$ cat src/rtl/serial_sub_pkg.sv
// Shared types for the bit-serial subtractor: FSM state type and its encoding.
package serial_sub_pkg;

   localparam logic [1:0] ST_IDLE  = 2'd0;
   localparam logic [1:0] ST_SHIFT = 2'd1;
   localparam logic [1:0] ST_DONE  = 2'd2;

   typedef enum logic [1:0] {
      IDLE  = ST_IDLE,
      SHIFT = ST_SHIFT,
      DONE  = ST_DONE
   } sub_state_t;

endpackage

$ cat src/rtl/full_subtractor.sv
// One-bit full subtractor: d = a - b - bin, bout set when the bit step borrows.
module full_subtractor (
   input  logic a,
   input  logic b,
   input  logic bin,
   output logic d,
   output logic bout
);

   logic w_axb;

   assign w_axb = a ^ b;
   assign d     = w_axb ^ bin;
   assign bout  = (~a & b) | (~w_axb & bin);

endmodule

$ cat src/rtl/serial_subtractor.sv
// Bit-serial A - B - bin, LSB first, one bit per clock through one full-subtractor cell.
// Define SERIAL_SUB_OVF_EN to add the signed-overflow output ovf.
module serial_subtractor
   import serial_sub_pkg::*;
#(
   parameter int WIDTH = 8
) (
   input  logic             clk,
   input  logic             rst,
   input  logic             start,
   input  logic [WIDTH-1:0] a,
   input  logic [WIDTH-1:0] b,
   input  logic             bin,
   output logic             busy,
   output logic             done,
   output logic [WIDTH-1:0] diff,
   output logic             bout,
`ifdef SERIAL_SUB_OVF_EN
   output logic             ovf,
`endif
   output logic [1:0]       o_dbg_state
);

   localparam int CNT_W = $clog2(WIDTH) + 1;

   sub_state_t       r_state;
   logic [WIDTH-1:0] r_a_sr;
   logic [WIDTH-1:0] r_b_sr;
   logic [WIDTH-1:0] r_res_sr;
   logic [CNT_W-1:0] r_cnt;
   logic             r_borrow;
   logic             r_busy;
   logic             r_done;
   logic [WIDTH-1:0] r_diff;
   logic             r_bout;
`ifdef SERIAL_SUB_OVF_EN
   logic             r_a_msb;
   logic             r_b_msb;
   logic             r_ovf;
`endif

   logic             w_d;
   logic             w_bnext;
   logic [WIDTH-1:0] w_res_next;
   logic             w_last;

   full_subtractor u_fs (
      .a    (r_a_sr[0]),
      .b    (r_b_sr[0]),
      .bin  (r_borrow),
      .d    (w_d),
      .bout (w_bnext)
   );

   // Shift form keeps WIDTH=1 legal (no zero-width slice).
   assign w_res_next = (r_res_sr >> 1) | (WIDTH'(w_d) << (WIDTH - 1));
   assign w_last     = (r_cnt == CNT_W'(WIDTH - 1));

   always_ff @(posedge clk) begin
      if (rst) begin
         r_state  <= IDLE;
         r_a_sr   <= '0;
         r_b_sr   <= '0;
         r_res_sr <= '0;
         r_cnt    <= '0;
         r_borrow <= 1'b0;
         r_busy   <= 1'b0;
         r_done   <= 1'b0;
         r_diff   <= '0;
         r_bout   <= 1'b0;
`ifdef SERIAL_SUB_OVF_EN
         r_a_msb  <= 1'b0;
         r_b_msb  <= 1'b0;
         r_ovf    <= 1'b0;
`endif
      end else begin
         case (r_state)
            IDLE, DONE: begin
               r_done <= 1'b0;
               if (start) begin
                  r_a_sr   <= a;
                  r_b_sr   <= b;
                  r_borrow <= bin;
                  r_cnt    <= '0;
                  r_res_sr <= '0;
`ifdef SERIAL_SUB_OVF_EN
                  r_a_msb  <= a[WIDTH-1];
                  r_b_msb  <= b[WIDTH-1];
`endif
                  r_busy   <= 1'b1;
                  r_state  <= SHIFT;
               end else begin
                  r_state  <= IDLE;
               end
            end
            SHIFT: begin
               r_a_sr   <= r_a_sr >> 1;
               r_b_sr   <= r_b_sr >> 1;
               r_res_sr <= w_res_next;
               r_borrow <= w_bnext;
               r_cnt    <= r_cnt + CNT_W'(1);
               if (w_last) begin
                  r_diff  <= w_res_next;
                  r_bout  <= w_bnext;
`ifdef SERIAL_SUB_OVF_EN
                  r_ovf   <= (r_a_msb != r_b_msb) & (w_res_next[WIDTH-1] != r_a_msb);
`endif
                  r_busy  <= 1'b0;
                  r_done  <= 1'b1;
                  r_state <= DONE;
               end
            end
            default: r_state <= IDLE;
         endcase
      end
   end

   assign busy        = r_busy;
   assign done        = r_done;
   assign diff        = r_diff;
   assign bout        = r_bout;
`ifdef SERIAL_SUB_OVF_EN
   assign ovf         = r_ovf;
`endif
   assign o_dbg_state = r_state;

endmodule

$ cat config.mk
export PLATFORM = sky130hd
export DESIGN_NAME = serial_subtractor
export DESIGN_NICKNAME = d
export VERILOG_FILES = /design/src/rtl/serial_sub_pkg.sv /design/src/rtl/full_subtractor.sv /design/src/rtl/serial_subtractor.sv
export SDC_FILE = /design/constraint.sdc
export NUM_CORES = 1
export LEC_CHECK = 0
export CORE_ASPECT_RATIO = 0.7
export CORE_MARGIN = 2
export CORE_UTILIZATION = 35
export CTS_CLUSTER_SIZE = 14
export DETAILED_ROUTE_END_ITERATION = 10
export SETUP_SLACK_MARGIN = 0.15
export SLEW_MARGIN = 20
export SYNTH_ARGS = -nofsm -noshare
export SYNTH_HDL_FRONTEND = slang
export SYNTH_SLANG_ARGS = --single-unit
$ cat constraint.sdc
create_clock -name clk -period 1.6 [get_ports clk]
set_input_delay 0.32 -clock clk [delete_from_list [all_inputs] [get_ports clk]]
set_output_delay 0.32 -clock clk [all_outputs]
set_load 0.1 [all_outputs]
## Yosys cells after proc, flatten, opt, wreduce, memory -nomap -nowiden

Cells that the tools add are included.

| word-level totals | value |
|---|---|
| flip-flop bits (word level) | 42 |
| bits in latches | 0 |
| RAM bits | 0 |
| ROM bits | 0 |
| bits of input ports | 20 |
| memories kept | 0 |

| cells by class | value |
|---|---|
| add/subtract/negate cells | 1 |
| multiply operators | 0 |
| divide/modulo/power cells | 0 |
| magnitude comparators | 0 |
| equality and inequality tests | 5 |
| shift-type cells | 0 |
| mux-type cells | 18 |
| bitwise gates (word level) | 8 |
| reduce and logical (&&, ||, !) cells | 7 |

Operators with widths:

| kind | number |
|---|---|
| 8-bit one-hot mux with 2 select lines | 3 |
| 8-bit 2-to-1 mux | 3 |
| 7-bit by 8-bit OR with 8-bit output | 1 |
| 4-bit one-hot mux with 2 select lines | 1 |
| 1-bit one-hot mux with 2 select lines | 3 |
| 2-bit AND reduction | 3 |
| 1-bit 2-to-1 mux | 5 |
| 4-bit by 1-bit adder with 4-bit output, second input constant | 1 |
| 4-bit by 3-bit == test with 1-bit output, second input constant | 1 |
| 4-bit 2-to-1 mux | 1 |
| 2-bit inequality test, second input constant | 2 |
| 2-bit one-hot mux with 2 select lines | 1 |
| 3-bit AND reduction | 1 |
| 1-bit bitwise AND | 2 |
| 2-bit by 1-bit == test with 1-bit output, second input constant | 1 |
| 2-bit == test, second input constant | 1 |
| 2-bit zero test | 1 |
| 2-bit 2-to-1 mux | 1 |
| 1-bit inverter | 2 |
| 2-bit nonzero test | 1 |
| 2-bit OR reduction | 1 |
| 1-bit XOR | 2 |
| 1-bit OR | 1 |

## Logic depth before layout (Yosys ltp)

| logic depth | value |
|---|---|
| word-level depth | 5 |
| mapped depth | 5 |

## By module

From an unflattened synthesis, not the netlist that was laid out.

| second synthesis, totals | value |
|---|---|
| cell total of the unflattened synthesis | 187 |
| area, all modules | 1735.4 sq um |

Modules (own cells, without submodules):

| module | times used | cells an instance | area each (sq um) | seq. area each (sq um) |
|---|---|---|---|---|
| serial_subtractor | 1 | 183 | 1704.1 | 820.8 |
| full_subtractor | 1 | 4 | 31.3 | 0.0 |

## Worst setup path before layout

No wires, ideal clock.

| timing | value |
|---|---|
| path type | register to register |
| start point | register r_state[1], in the netlist o_dbg_state[1] |
| end point | register r_cnt[2] |
| setup time | 79 ps |
| arrival | 1805 ps |
| slack | -285 ps |
| stages on the path, launching flop included | 5 |
| path buffers | 1 |
| clock period less this slack | 1885 ps |
| path through | dfxtp_1 -> nand2b_1 -> buf_2 -> mux2_4 -> a211oi_2 |

| between the ends | value |
|---|---|
| cells in the longest elaborated chain, start to end | 4 |
| elaborated cells on any way between the ends | 8 |
| those cells by class | eq/ne: 3; mux: 1; reduce/logical: 4 |

RTL lines:

| what | RTL line | source |
|---|---|---|
| from (decl) | serial_subtractor.sv:26 | `sub_state_t r_state;` |
| from (signal assigned) | serial_subtractor.sv:61 | `r_state <= IDLE;` |
| from (signal assigned) | serial_subtractor.sv:91 | `r_state <= SHIFT;` |
| from (signal assigned) | serial_subtractor.sv:93 | `r_state <= IDLE;` |
| 2-bit == test or 2-bit zero test (tied branches) | serial_subtractor.sv:77 | `case (r_state)` |
| 2-bit OR reduction | serial_subtractor.sv:77 |  |
| 2-bit inequality test (no line) or 2-bit nonzero test (tied branches) | - |  |
| 2-bit AND reduction (no line) | - |  |
| to (signal assigned) | serial_subtractor.sv:101 | `r_cnt <= r_cnt + CNT_W'(1);` |
| to (decl) | serial_subtractor.sv:30 | `logic [CNT_W-1:0] r_cnt;` |

Parallel ways exist; a longest one is shown, timed or not.
A chain may end at the register's enable or synchronous reset.

## Worst setup path in the final report

| timing | value |
|---|---|
| start point | register r_cnt[0] |
| end point | register r_done, in the netlist done |

| between the ends | value |
|---|---|
| cells in the longest elaborated chain, start to end | 3 |

RTL lines:

| what | RTL line | source |
|---|---|---|
| 4-bit by 3-bit == test with 1-bit output | serial_subtractor.sv:57 | `assign w_last = (r_cnt == CNT_W'(WIDTH - 1));` |
| 2-bit inequality test (no line) | - |  |
| 2-bit AND reduction (no line) | - |  |
| to (signal assigned) | serial_subtractor.sv:68 | `r_done <= 1'b0;` |
| to (signal assigned) | serial_subtractor.sv:79 | `r_done <= 1'b0;` |
| to (signal assigned) | serial_subtractor.sv:109 | `r_done <= 1'b1;` |
| to (decl) | serial_subtractor.sv:33 | `logic r_done;` |

Every way passes these cells.

==> summary.txt <==
Synth Warn #: 0
Required time worst endpoint: 1.82 ns
ANT nets after route: 0
Max Slew Vio Count: 0
CTS tree: yes
Met2 wire length: 1531 µm
H-tree depth: 2
Met3 WL: 199 µm
Largest cells by area after synthesis: dfxtp_1 50%, a21oi_1 12%, nand3_1 10%, a22oi_1 6.4%, buf_2 3.0%
Dpl cell area: 0.002185 mm²
Gr usage total: 15.13%
Die area: 0.005285 mm²
Detailed Place HPWL: 2316 µm
Clk pin slew, worst setup/hold paths: 0.07 ns
Max transition margin: 76.50%
Final GP Congestion: 0.7682
Top post-synthesis cells by count: 41 x dfxtp_1, 39 x a21oi_1, 34 x nand3_1, 14 x a22oi_1, 12 x nand2_1
CTS max path bufs: 2
Asr flop ratio synth: 0%
Clk sink count: 41
Post-synth top flop: dfxtp_1
Number of synthesized flops with an enable pin: 0
Via count: 1455
Post-Syn Area: 0.001649 mm²
Outcome: finished, final reports clean
Comb power frac: 15.0%
Fill cells: 420
Starting Density: 37.23%
CP Max Fanout: 8
Site row count: 20
Total Wirelength: 3614 µm
Yosys reg bits: 41
Tightest Pin Transition: 0.3518 ns
Net Sw Frac: 25.33%
Post-place setup slack: -0.01625 ns
Area growth syn-to-layout: 38.16%
Pint: 1.541 mW
Post-Place Cells: 266
Die Wd: 86.04 µm
Reg2Reg Launch Point: r_cnt[0]
Crit start category: register
Clock Power Share: 32.5%
M1 WL: 1823 µm
# Max-Cap Violations: 0
# setup viols final: 0
PD cells: 905.5 mW/mm²
Post-route cell area: 0.002278 mm²
Hold_ws: 0.4668 ns
CP Capture Type: register
Clock Latency Late Sink: 0.29 ns
Distinct cell type count after synthesis: 25
Reg2reg setup slack: 0.27 ns
Vias in the first global route: 1305
Tmin final: 1.334 ns
Final TNS setup: 0 ns
Largest net degree at the start of global routing: 37
Tcrit/Tclk final: 83.37%
I/O pin total: 33
Final-stage net count: 241
Skew final: 0.004178 ns
P_sw: 0.5226 mW
Layout cells sized above 1: 15.98%
Arrival @ worst endpoint: 1.55 ns
Count leader, synth: dfxtp_1
Core Box Area: 0.004429 mm²
R2R depth: 5
Final worst setup slack: 0.2660 ns
Hold-fix buffer count after cts: 0
Antenna Cells: 0
DRC Markers: 0
WL per Instance: 13.19 µm
Top-area cell type share of the netlist area: 49.77%
Num CTS Buffers: 5
VDD IR max: 0.0002788 V
Net Count, Synth: 211
First-pass GRT wire length: 6154 µm
DR pass1 iterations: 4
FF-to-FF End: done
Max Used Layer: met4
Pleak: 0.7958 nW
Die Y: 61.43 µm
DRT iter0 DRCs: 75
Hold wc startpoint: r_borrow
Via-per-instance ratio: 5.310
Average cell area after synthesis: 8.725 µm²
Hold worst-path end: r_borrow
Initial antenna violation count: 0
Crit Path Class: register to register
Mapped Cells: 189
Overflow after GRT: 0
Port bufs: 32
WHS Path Cells: 2
Final non-filler cell total: 274
Final Hold Fails: 0
RSZ-0062 raised after global routing: false
Leading area contributor after synthesis: dfxtp_1
Seq/Total Area, Yosys: 49.77%
Sequential group share of total power: 52.5%
CTS root buf: clkbuf_8
Maximum achievable frequency: 0.7497 GHz
Worst Hold Class: register to register
[worst max path at each step]
stage | startpoint | end | slack (ns) | cells past startpoint
after floorplan | o_dbg_state[1] | r_cnt[2] | 0.20 | 4
after global placement | start | r_cnt[3] | 0.01 | 4
after detailed placement | start | r_a_sr[6] | -0.02 | 5
after CTS | r_cnt[0] | diff[4] | 0.20 | 4
after global routing | r_cnt[0] | diff[1] | 0.16 | 5
final | r_cnt[0] | done | 0.27 | 5
[registers in the layout, summed over array words and instances, names as in the netlist]
register and count:
done 1, bout 1, r_res_sr 7, r_cnt 4
r_borrow 1, busy 1, r_a_sr 8, o_dbg_state 2
diff 8, r_b_sr 8
[timing repair]
item / 4_1_cts / 5_1_grt
resized for setup: 0 / 0
hold endpoints to repair: 0 / 0
setup endpoints to repair: 0 / 10
setup buffers: 0 / 1
[per-stage QoR]
step,total power [mW],util [%]
2_1_floorplan,1.290,-
3_3_place_gp,1.415,49.32
3_5_place_dp,1.416,49.32
4_1_cts,2.085,51.27
5_1_grt,2.170,51.44
6_report,2.063,51.44
[cell type report]
class	count	area [µm²]	area share, %
Sequential cell	41	828.3	36.35
Multi-Input combinational cell	127	724.4	31.80
Timing Repair Buffer	42	563.0	24.71
Clock buffer	7	86.33	3.789
Tap cell	55	68.82	3.020
Inverter	2	7.507	0.3295
[cell families (layout without fill, tap and decap cells)]
kind of cell    Yosys count  in the layout  synth area share (%)
mux                       2              2                 1.593
fa+ha+maj                 2              2                 1.973
simple gates             58             58                 17.45
flops                    41             41                 49.77
buf+inv                  21             51                 6.449
compound gates           65             65                 22.76
[layer usage]
layer	GRT usage, %	up-vias
met5	0	-
met4	6.803	0
met3	4.021	8
met2	22.15	45
met1	21.14	664
li1	-	738
[power by group through the flow]
stage                     logic [mW]  clock network [mW]  registers, mW
final                          0.308               0.671           1.08
after global routing           0.338               0.743           1.09
after CTS                      0.311               0.692           1.08
after detailed placement       0.310                   0           1.11
after global placement         0.310                   0           1.11
after floorplan                0.161                   0           1.13
[critical path, stage by stage, from the launching register on]
cell and delay, ns:
dfxtp_1 0.37, ha_1 0.24, and3b_1 0.25, buf_4 0.19, nand2_1 0.09, a21oi_1 0.12
[layout by cell type, fill, tap and decap left out, drive strengths merged, types with 7 or more instances in the layout]
master	n
clkdlybuf4s50	19
a22oi	14
o21ai	9
buf	23
nand3	34
nand2	12
dfxtp	41
clkbuf	7
a21oi	39
Note: power is estimated with default switching activity, not from simulation.
